### src/rtl/router_arbiter.sv
// router_arbiter: 5-port XY mesh router crossbar, per-output round-robin arbiters, registered outputs
module router_arbiter #(
  parameter int FW = 18
) (
  input  logic            clk,
  input  logic            rst,
  input  logic [1:0]      x_id,
  input  logic [1:0]      y_id,
  input  logic [5*FW-1:0] in_data,
  input  logic [4:0]      in_valid,
  output logic [4:0]      in_ready,
  output logic [5*FW-1:0] out_data,
  output logic [4:0]      out_valid,
  input  logic [4:0]      out_ready
);
  logic [4:0][FW-1:0] flit, data_q, data_d;
  logic [4:0][2:0] ptr_q, ptr_d, route, gnt_idx;
  logic [4:0] valid_q, valid_d, gnt_vld, acc;

  function automatic logic [2:0] add5(input logic [2:0] p, input logic [2:0] k);
    logic [3:0] s;
    s = {1'b0, p} + {1'b0, k};
    return s >= 4'd5 ? 3'(s - 4'd5) : s[2:0];
  endfunction

  assign flit = in_data;
  assign out_data = data_q;
  assign out_valid = valid_q;

  // XY route: resolve X first, then Y, else deliver locally
  always_comb begin
    for (int i = 0; i < 5; i++)
      route[i] = flit[i][17:16] > x_id ? 3'd1 :
                 flit[i][17:16] < x_id ? 3'd0 :
                 flit[i][15:14] > y_id ? 3'd2 :
                 flit[i][15:14] < y_id ? 3'd3 : 3'd4;
  end

  // Round-robin grant per output; scanning backwards lets the candidate nearest the pointer win
  always_comb begin
    logic [2:0] c;
    c = '0;
    for (int j = 0; j < 5; j++) begin
      gnt_vld[j] = 1'b0;
      gnt_idx[j] = 3'd0;
      acc[j] = !valid_q[j] || out_ready[j];
      for (int k = 4; k >= 0; k--) begin
        c = add5(ptr_q[j], 3'(k));
        if (in_valid[c] && route[c] == 3'(j)) begin
          gnt_vld[j] = 1'b1;
          gnt_idx[j] = c;
        end
      end
    end
  end

  // An input is accepted only when it owns its routed output and that output has room
  always_comb begin
    for (int i = 0; i < 5; i++)
      in_ready[i] = rst && in_valid[i] && gnt_vld[route[i]] &&
                    gnt_idx[route[i]] == 3'(i) && acc[route[i]];
  end

  // Output register next state: drain, hold, or load (with hop rewrite on mesh ports)
  always_comb begin
    for (int j = 0; j < 5; j++) begin
      valid_d[j] = valid_q[j] && !out_ready[j];
      data_d[j] = data_q[j];
      ptr_d[j] = ptr_q[j];
      if (gnt_vld[j] && acc[j]) begin
        valid_d[j] = 1'b1;
        data_d[j] = j < 4 ? {flit[gnt_idx[j]][FW-1:14], x_id, y_id, flit[gnt_idx[j]][9:0]}
                          : flit[gnt_idx[j]];
        ptr_d[j] = add5(gnt_idx[j], 3'd1);
      end
    end
  end

  // State registers with asynchronous active-low clear
  always_ff @(posedge clk or negedge rst) begin
    if (!rst) begin
      valid_q <= '0;
      data_q <= '0;
      ptr_q <= '0;
    end else begin
      valid_q <= valid_d;
      data_q <= data_d;
      ptr_q <= ptr_d;
    end
  end
endmodule

### config.mk
export PLATFORM = sky130hd
export DESIGN_NAME = router_arbiter
export DESIGN_NICKNAME = d
export VERILOG_FILES = /design/src/rtl/router_arbiter.sv
export SDC_FILE = /design/constraint.sdc
export NUM_CORES = 1
export LEC_CHECK = 0
export BUFFER_PORTS_ARGS = -buffer_cell sky130_fd_sc_hd__buf_2
export CORE_MARGIN = 2
export CORE_UTILIZATION = 41
export DETAILED_ROUTE_END_ITERATION = 8
export GPL_TIMING_DRIVEN = 0
export SLEW_MARGIN = 20
export SYNTH_ARGS = -nofsm -noshare
export SYNTH_HDL_FRONTEND = slang
export SYNTH_SLANG_ARGS = --single-unit
### constraint.sdc
create_clock -name clk -period 5.6 [get_ports clk]
set_input_delay 0.84 -clock clk [delete_from_list [all_inputs] [get_ports clk]]
set_output_delay 0.84 -clock clk [all_outputs]
set_load 0.01 [all_outputs]
==> After elaboration in Yosys (flattened, before gate mapping) <==
Index checks and enable logic that the tools add are counted.
{ "op_classes": {"addsub": 55, "mul": 0, "div": 0, "n_lt_le_gt_ge": 85, "eq_ne": 24, "n_shift": 0, "muxes": 245, "bitwise": 0, "reduce_logical": 76} }
{ "ops": {"columns": ["operator", "count"], "rows": [
  ["$mux W3", 105],
  ["$bmux W18 S3", 5],
  ["$bmux W3 S3", 30],
  ["$lt A3 B4 Y1 const B", 35],
  ["$bmux W1 S3", 35],
  ["$ge A4 B3 Y1 const B", 25],
  ["$mux W18", 5],
  ["$sub A3 B3 Y3 const B", 30],
  ["$mux W1", 65],
  ["$logic_and A1 B1 Y1", 55],
  ["$add A3 B1 Y4 const B", 10],
  ["$add A3 B2 Y4 const B", 10],
  ["$eq A3 B2 Y1 const B", 12],
  ["$add A3 B3 Y4 const B", 5],
  ["$gt A2 B2 Y1", 10],
  ["$lt A2 B2 Y1", 10],
  ["$eq A3 B1 Y1 const B", 6],
  ["$eq A3 B3 Y1 const B", 6],
  ["$logic_not A3 Y1", 6],
  ["$ge A3 B3 Y1 const B", 5],
  ["$logic_not A1 Y1", 10],
  ["$logic_or A1 B1 Y1", 5]
]} }
{ "word_totals": {"regBits": 110, "latchBits": 0, "ram_bits": 0, "romBits": 0, "output_inout_bits": 100, "memories": 0} }

==> Depth between registers and ports, before layout <==
Gate-level depths: netlist of run 1.
{ "logic_depth": {"ltp_word": 19, "depth_mapped": 22} }

==> Worst setup path after synthesis of run 1 <==
No wires, ideal clock.
{ "synth_timing": {"path_kind": "register to output", "startpoint": "reg ptr_q[6] (netlist bit)", "endpoint": "out in_ready[1]", "t_arrival_ns": 4.227, "t_required_ns": 4.760, "setup_slack_ns": 0.533, "path_stages_with_launch": 16, "path_buffers": 1, "cell_sequence": "dfrtp_1 inv_1 buf_1 ha_1 inv_1 fa_1 a21oi_1 xnor2_1 a221oi_1 o31ai_1 or4b_2 o211ai_1 a311oi_4 o221ai_1 o211ai_1 a2111oi_2"} }
{ "synth_between": {"elab_chain_len": 17} }
{ "synth_rtl": {"columns": ["element", "line", "source"], "rows": [
  ["start: declaration", "17", "logic [4:0][2:0] ptr_q, ptr_d, route, gnt_idx;"],
  ["start signal: assignment", "88", "ptr_q <= ptr_d;"],
  ["$add A3 B3 Y4", "22", "s = {1'b0, p} + {1'b0, k};"],
  ["$ge A4 B3 Y1 / $sub A3 B3 Y3 (equally long branches)", "23", "return s >= 4'd5 ? 3'(s - 4'd5) : s[2:0];"],
  ["$mux W3", "23", null],
  ["$bmux W3 S3", "49", "if (in_valid[c] && route[c] == 3'(j)) begin"],
  ["$mux W3 (implied by the code)", "49", null],
  ["$eq A3 B2 Y1", "49", null],
  ["$logic_and A1 B1 Y1", "49", null],
  ["$mux W3 / $mux W1 (equally long branches) (5 in series)", "49", null],
  ["$bmux W3 S3 / $bmux W1 S3 (equally long branches)", "61, 60", null],
  ["$mux W3 (implied by the code) / $mux W1 (equally long branches)", "61, 60", null],
  ["$eq A3 B1 Y1 / $logic_and A1 B1 Y1 (equally long branches)", "61, 60", null],
  ["$logic_and A1 B1 Y1 (*)", "60", "in_ready[i] = rst && in_valid[i] && gnt_vld[route[i]] &&"],
  ["$logic_and A1 B1 Y1 (*)", "61", "gnt_idx[route[i]] == 3'(i) && acc[route[i]];"],
  ["end: declaration", "11", "output logic [4:0] in_ready,"]
]} }
Mark *: on every way between the ends. The rest lies on a longest branch, timed or not. The select of a mux whose other input is x is not followed.

==> Worst setup path in the final report of run 1 <==
{ "layout_timing": {"startpoint": "in in_data[34]", "endpoint": "out in_ready[0]"} }
{ "layout_between": {"elab_chain_len": 17} }
{ "layout_rtl": {"columns": ["element", "line", "source"], "rows": [
  ["start: declaration", "9", "input logic [5*FW-1:0] in_data,"],
  ["$lt A2 B2 Y1", "34", "flit[i][17:16] < x_id ? 3'd0 :"],
  ["$mux W3", "34", null],
  ["$mux W3 (*)", "33", "route[i] = flit[i][17:16] > x_id ? 3'd1 :"],
  ["$bmux W3 S3", "49", null],
  ["$mux W3 (implied by the code)", "49", null],
  ["$eq A3 B1 Y1 (tied with other cells)", "49", null],
  ["$logic_and A1 B1 Y1", "49", null],
  ["$mux W3 / $mux W1 (equally long branches) (5 in series)", "49", null],
  ["$bmux W3 S3 / $bmux W1 S3 (equally long branches)", "61, 60", null],
  ["$mux W3 (implied by the code) / $mux W1 (equally long branches)", "61, 60", null],
  ["$logic_not A3 Y1 / $logic_and A1 B1 Y1 (equally long branches)", "61, 60", null],
  ["$logic_and A1 B1 Y1 (*)", "60", null],
  ["$logic_and A1 B1 Y1 (*)", "61", null]
]} }
Marked as above.

==> flow_metrics.env, run 1 <==
export IMPL_drc=0
export IMPL_synthCells=1794
export IMPL_tritoncts="done"
export IMPL_tightest_slew_ns=0.838
export IMPL_syn_avg_cell_area_um2=7.72
export IMPL_hold_viol=0
export IMPL_grt_pass1_vias=15445
export IMPL_initial_core_util=0.415
export IMPL_reg2reg_from="ptr_q[0]"
export IMPL_num_io_pins=206
export IMPL_setup_viol=0
export IMPL_yosys_cell_types_count=89
export IMPL_core_area_um2=33400
export IMPL_fin_cells=2524
export IMPL_grt_first_pass_wirelength_um=93600
export IMPL_via_per_inst=6.46
export IMPL_worstPathMaxFanout=10
export IMPL_die_area_um2=35300
export IMPL_status="completed"
export IMPL_io_buffers=204
export IMPL_layout_min_cycle_time_ns=5.54
export IMPL_setup_tns_ns=0
export IMPL_ant_nets=0
export IMPL_synthArstFlopShare=1.00
export IMPL_fill_cells=3403
export IMPL_synthXorXnorAreaFrac=0.0139
export IMPL_num_rows=67
export IMPL_hold_class="input port to async pin"
export IMPL_antenna_found_initial=6
export IMPL_grt_ovfl_total=0
export IMPL_critPathLaunchType="input port"
export IMPL_worstPathRequired_ns=4.76
export IMPL_ys_warn_count=0
export IMPL_rsz0062_at_grt="true"
export IMPL_slew_headroom=0.441
export IMPL_regArea_um2=2760
export IMPL_maxCapViolCount=0
export IMPL_routed_wl_um=63000
export IMPL_synth_edf_count=0
export IMPL_drt_wirelength_per_cell_um=25.0
export IMPL_critical_path_endpoint_type="output port"
export IMPL_setup_ws_ns=0.0634
export IMPL_r2r_slack_ns=0.82
export IMPL_cp_arrival_ns=4.70
export IMPL_final_core_util=0.521
export IMPL_dp_cells=2448
export IMPL_cts_buffer_depth=2
export IMPL_startpoint="in_data[34]"
export IMPL_syn2layout_area_growth_pct=25.5
export IMPL_syn_area_um2=13800
export IMPL_ys_seq_area_frac=0.199
export IMPL_numCtsBuffers=9
export IMPL_synthesis_nets=1974
export IMPL_synth_fa_ha_area_frac=0.0696
export IMPL_htreeDepth=3
export IMPL_finalMaxSlewViolations=0
export IMPL_synth_compound_area_share=0.303
export IMPL_cts_root_buf="clkbuf_16"
export IMPL_die_width_um=188
export IMPL_synth_ff_type="dfrtp_1"
export IMPL_pre_cts_ws_ns=-1.33
export IMPL_fin_skew_ns=0.0125
export IMPL_nNetsFinal=2248
export IMPL_multi_input_area_um2=11200
export IMPL_period_share=0.989
export IMPL_grt_usage=0.344
export IMPL_drt_iter0_drc=1938
export IMPL_clk_latency_ns=0.39
export IMPL_vias=16310
export IMPL_drive_gt1_frac=0.273
export IMPL_synthMuxAreaShare=0.132
export IMPL_synth_top_family_by_area="compound AO/OA/AOI/OAI gates"
export IMPL_die_h_um=188
export IMPL_cts_sinks=110
export IMPL_max_freq_mhz=181
export IMPL_routabilityCongestion=0.993
export IMPL_hpwl_um=47100
export IMPL_grt_start_max_net_pins=63
export IMPL_firstDrtPassIters=6
export IMPL_synthSimpleGateAreaFrac=0.225
export IMPL_clk_pin_slew_worst_paths_ns=0.08
export IMPL_crit_type="input port to output port"
export IMPL_synth_seq_cells=110
[sequential cells by signal, indices dropped and copies added (netlist names)]
name	count
out_data	90
out_valid	5
ptr_q	15
[critical path: stages]
cell,delay (ns)
buf_2,0.17
inv_1,0.20
ha_4,0.36
nand3_4,0.11
or4_4,0.62
o21a_1,0.23
a211oi_2,0.27
nor2_2,0.11
mux2i_1,0.20
a221oi_4,0.44
and3b_2,0.26
buf_6,0.17
a31oi_1,0.10
o21ai_1,0.18
and4_4,0.29
buf_2,0.14
[cells in the mapped netlist (all sizes together), types with 28 or more instances]
cell type    n  area share
nand2      209       0.057
mux2i      125       0.090
nor2       124       0.034
o21ai      118       0.043
dfrtp      110        0.20
inv         92       0.025
a21oi       87       0.031
clkbuf      75       0.020
ha          69       0.062
nor2b       50       0.023
nand2b      42       0.019
o22ai       40       0.018
mux2        39       0.032
a31oi       36       0.016
nor3        33       0.012
nand3       32       0.012
o211ai      32       0.017
a21o        29       0.016
a211oi      28       0.015
buf         28       0.013
[cells in the final DEF (no fill, tap or decap), types with 10 or more instances in the layout]
master / instances
nor2b_1: 39
o22a_1: 21
and2_1: 12
a311oi_1: 16
o21ai_0: 108
a221o_1: 16
inv_1: 79
o211ai_1: 32
a21o_1: 29
dfrtp_1: 102
a22o_1: 16
nor2_1: 115
nand2_1: 203
o21a_1: 17
o22ai_1: 34
a31oi_1: 31
ha_1: 57
a21boi_0: 17
clkbuf_1: 45
a21oi_1: 80
nand4_1: 14
mux2_2: 39
nand2b_1: 42
a221oi_1: 18
a211oi_1: 23
or3_1: 18
buf_4: 72
nor3_1: 30
clkbuf_2: 10
buf_2: 214
nand3_1: 30
mux2i_1: 120
[repair_timing]
action,CTS,global route
resized for setup,139,139
buffers inserted,22,43
pin swaps,14,38
cloned,0,0
hold buffers,0,0
setup endpoints to repair,13,5
[layer usage]
layer  track usage  share of wire  vias up
li1              -              -     7289
met1         0.467           0.41     7781
met2         0.537           0.44     1039
met3        0.0646           0.11      197
met4         0.142          0.044        4
met5             0        0.00041        -
[layout make-up]
| type | count | share of cell area |
|---|---|---|
| inverters | 93 | 0.0222 |
| plain buffers | 95 | 0.0306 |
| well taps | 448 | 0.0322 |
| clock buffers | 9 | 0.0130 |
| clock inverters | 6 | 0.00367 |
| repair buffers | 271 | 0.0925 |
| multi-input cells | 1488 | 0.646 |
| diodes | 4 | 0.000576 |
| flip-flops and latches | 110 | 0.159 |
[cells by family after synthesis]
logic type,count (synthesis)
AO/OA/AOI/OAI,601
multiplexers,170
buffers and inverters,196
AND/OR/NAND/NOR,621
adder cells (fa/ha/maj),74
XOR/XNOR,22
flip-flops,110
[through the flow]
| stage | hold slack [ns] | instance area (µm²) |
|---|---|---|
| 2_1_floorplan | 0.514 | 13800 |
| 3_3_place_gp | 0.459 | 15400 |
| 3_5_place_dp | 0.465 | 15500 |
| 4_1_cts | 0.405 | 16500 |
| 5_1_grt | 0.411 | 17400 |
| 6_report | 0.386 | 17400 |
[worst paths after layout]
kind | to | cells after the start
max | in_ready[0] | 16
max reg2reg | ptr_q[0] | 18
min in group clk | out_data[29] | 2
max in group asynchronous | ptr_q[10] | 2
min | ptr_q[12] | 1
min reg2reg | out_data[29] | 2
Power of run 1 is not shown: default switching activity piles up to over one toggle a cycle in this logic, so the estimate is an artifact.
==> run 2, diff against run 1 <==
--- a/config.mk
+++ b/config.mk
@@ -7,7 +7,7 @@
 export LEC_CHECK = 0
 export BUFFER_PORTS_ARGS = -buffer_cell sky130_fd_sc_hd__buf_2
 export CORE_MARGIN = 2
-export CORE_UTILIZATION = 41
+export CORE_UTILIZATION = 40
 export DETAILED_ROUTE_END_ITERATION = 8
 export GPL_TIMING_DRIVEN = 0
 export SLEW_MARGIN = 20
==> flow_metrics.env, run 2 (synthesis results as in run 1) <==
export IMPL_htreeDepth=3
export IMPL_tightest_slew_ns=0.864
export IMPL_grt_usage=0.338
export IMPL_layout_min_cycle_time_ns=5.55
export IMPL_finalMaxSlewViolations=0
export IMPL_io_buffers=204
export IMPL_layout_commonest_cell="buf_2"
export IMPL_numCtsBuffers=9
export IMPL_fill_cells=3407
export IMPL_cp_arrival_ns=4.71
export IMPL_setup_viol=0
export IMPL_core_area_um2=34300
export IMPL_hold_class="input port to async pin"
export IMPL_crit_buf_inv=6
export IMPL_via_per_inst=6.48
export IMPL_fin_cells=2521
export IMPL_grt_first_pass_wirelength_um=94200
export IMPL_status="completed"
export IMPL_crit_type="input port to output port"
export IMPL_grt_start_max_net_pins=74
export IMPL_maxCapViolCount=0
export IMPL_antenna_found_initial=3
export IMPL_critPathLaunchType="input port"
export IMPL_slew_headroom=0.424
export IMPL_worstPathMaxFanout=10
export IMPL_hold_viol=0
export IMPL_crit_path_cell_trace="buf_2 -> clkinvlp_4 -> buf_12 -> ha_1 -> nand2_1 -> nor2_1 -> nand3_1 -> mux4_2 -> or3_1 -> o31ai_1 -> a311oi_2 -> clkbuf_4 -> inv_1 -> and2_2 -> a2bb2oi_1 -> nor4_2 -> buf_2"
export IMPL_num_rows=68
export IMPL_dp_cells=2455
export IMPL_worstPathRequired_ns=4.76
export IMPL_rsz0062_at_grt="true"
export IMPL_max_freq_mhz=180
export IMPL_drive_gt1_frac=0.270
export IMPL_routabilityCongestion=0.987
export IMPL_hpwl_um=47200
export IMPL_die_width_um=190
export IMPL_grt_ovfl_total=0
export IMPL_cts_buffer_depth=2
export IMPL_cp_top_family="simple AND/OR/NAND/NOR gates"
export IMPL_setup_ws_ns=0.0533
export IMPL_drt_wirelength_per_cell_um=25.0
export IMPL_holdWs_ns=0.348
export IMPL_drt_iter0_drc=1900
export IMPL_nNetsFinal=2241
export IMPL_max_stage_delay_ns=0.54
export IMPL_num_io_pins=206
export IMPL_grt_pass1_vias=15472
export IMPL_cts_sinks=110
export IMPL_vias=16342
export IMPL_clk_latency_ns=0.40
export IMPL_pre_cts_ws_ns=-1.38
export IMPL_syn2layout_area_growth_pct=24.8
export IMPL_critical_path_endpoint_type="output port"
export IMPL_die_area_um2=36100
export IMPL_worst_path_max_delay_cell="mux4_2"
export IMPL_clk_pin_slew_worst_paths_ns=0.09
export IMPL_largest_reg_flops=90
export IMPL_ant_nets=0
export IMPL_setup_tns_ns=0
export IMPL_routed_wl_um=62900
export IMPL_initial_core_util=0.404
export IMPL_fin_skew_ns=0.0186
export IMPL_period_share=0.990
export IMPL_cts_root_buf="clkbuf_16"
export IMPL_crit_top_cell="buf_2"
export IMPL_most_common_layout_cells="buf_2 (218), nand2_1 (206), mux2i_1 (120)"
export IMPL_firstDrtPassIters=6
export IMPL_die_h_um=190
export IMPL_tritoncts="done"
export IMPL_drc=0
## run 2: final cells by class
| type | instances | area (µm²) | area share |
|---|---|---|---|
| diodes | 1 | 2.50 | 0.000145 |
| plain buffers | 94 | 514 | 0.0297 |
| clock buffers | 9 | 225 | 0.0130 |
| clock inverters | 6 | 75.1 | 0.00434 |
| inverters | 93 | 389 | 0.0225 |
| multi-input cells | 1488 | 11200 | 0.649 |
| flip-flops and latches | 110 | 2760 | 0.160 |
| well taps | 455 | 569 | 0.0329 |
| repair buffers | 265 | 1530 | 0.0887 |
## run 2: what timing repair did
action	4_1_cts	5_1_grt
pin swaps	16	32
endpoints found under the setup margin	16	5
gates resized for setup	130	139
hold endpoints to repair	0	0
hold buffers	0	0
buffers inserted	35	24
## run 2: worst paths after layout
path	startpoint	end	slack, ns	cells after the start
setup / recovery	y_id[1]	in_ready[3]	0.05	17
hold / removal	rst	out_data[82]	0.35	1
setup reg to reg	ptr_q[0]	ptr_q[0]	0.70	19
hold reg to reg	out_data[28]	out_data[28]	0.47	2
max in group asynchronous	rst	ptr_q[8]	4.50	2
min in group clk	out_data[28]	out_data[28]	0.47	2
## run 2: stage by stage
stage                      util  area [µm²]
after floorplan               -       13800
after global placement    0.450       15400
after detailed placement  0.452       15500
after CTS                 0.482       16500
after global routing      0.504       17300
final                     0.504       17300
## run 2: per-layer routing
| metal | global-route usage | up-vias | routed length, µm |
|---|---|---|---|
| li1 | - | 7298 | - |
| met1 | 0.468 | 7886 | 26500 |
| met2 | 0.527 | 973 | 27700 |
| met3 | 0.0570 | 181 | 5960 |
| met4 | 0.128 | 4 | 2710 |
| met5 | 0 | - | 25 |
Power of run 2 is left out for the same reason.
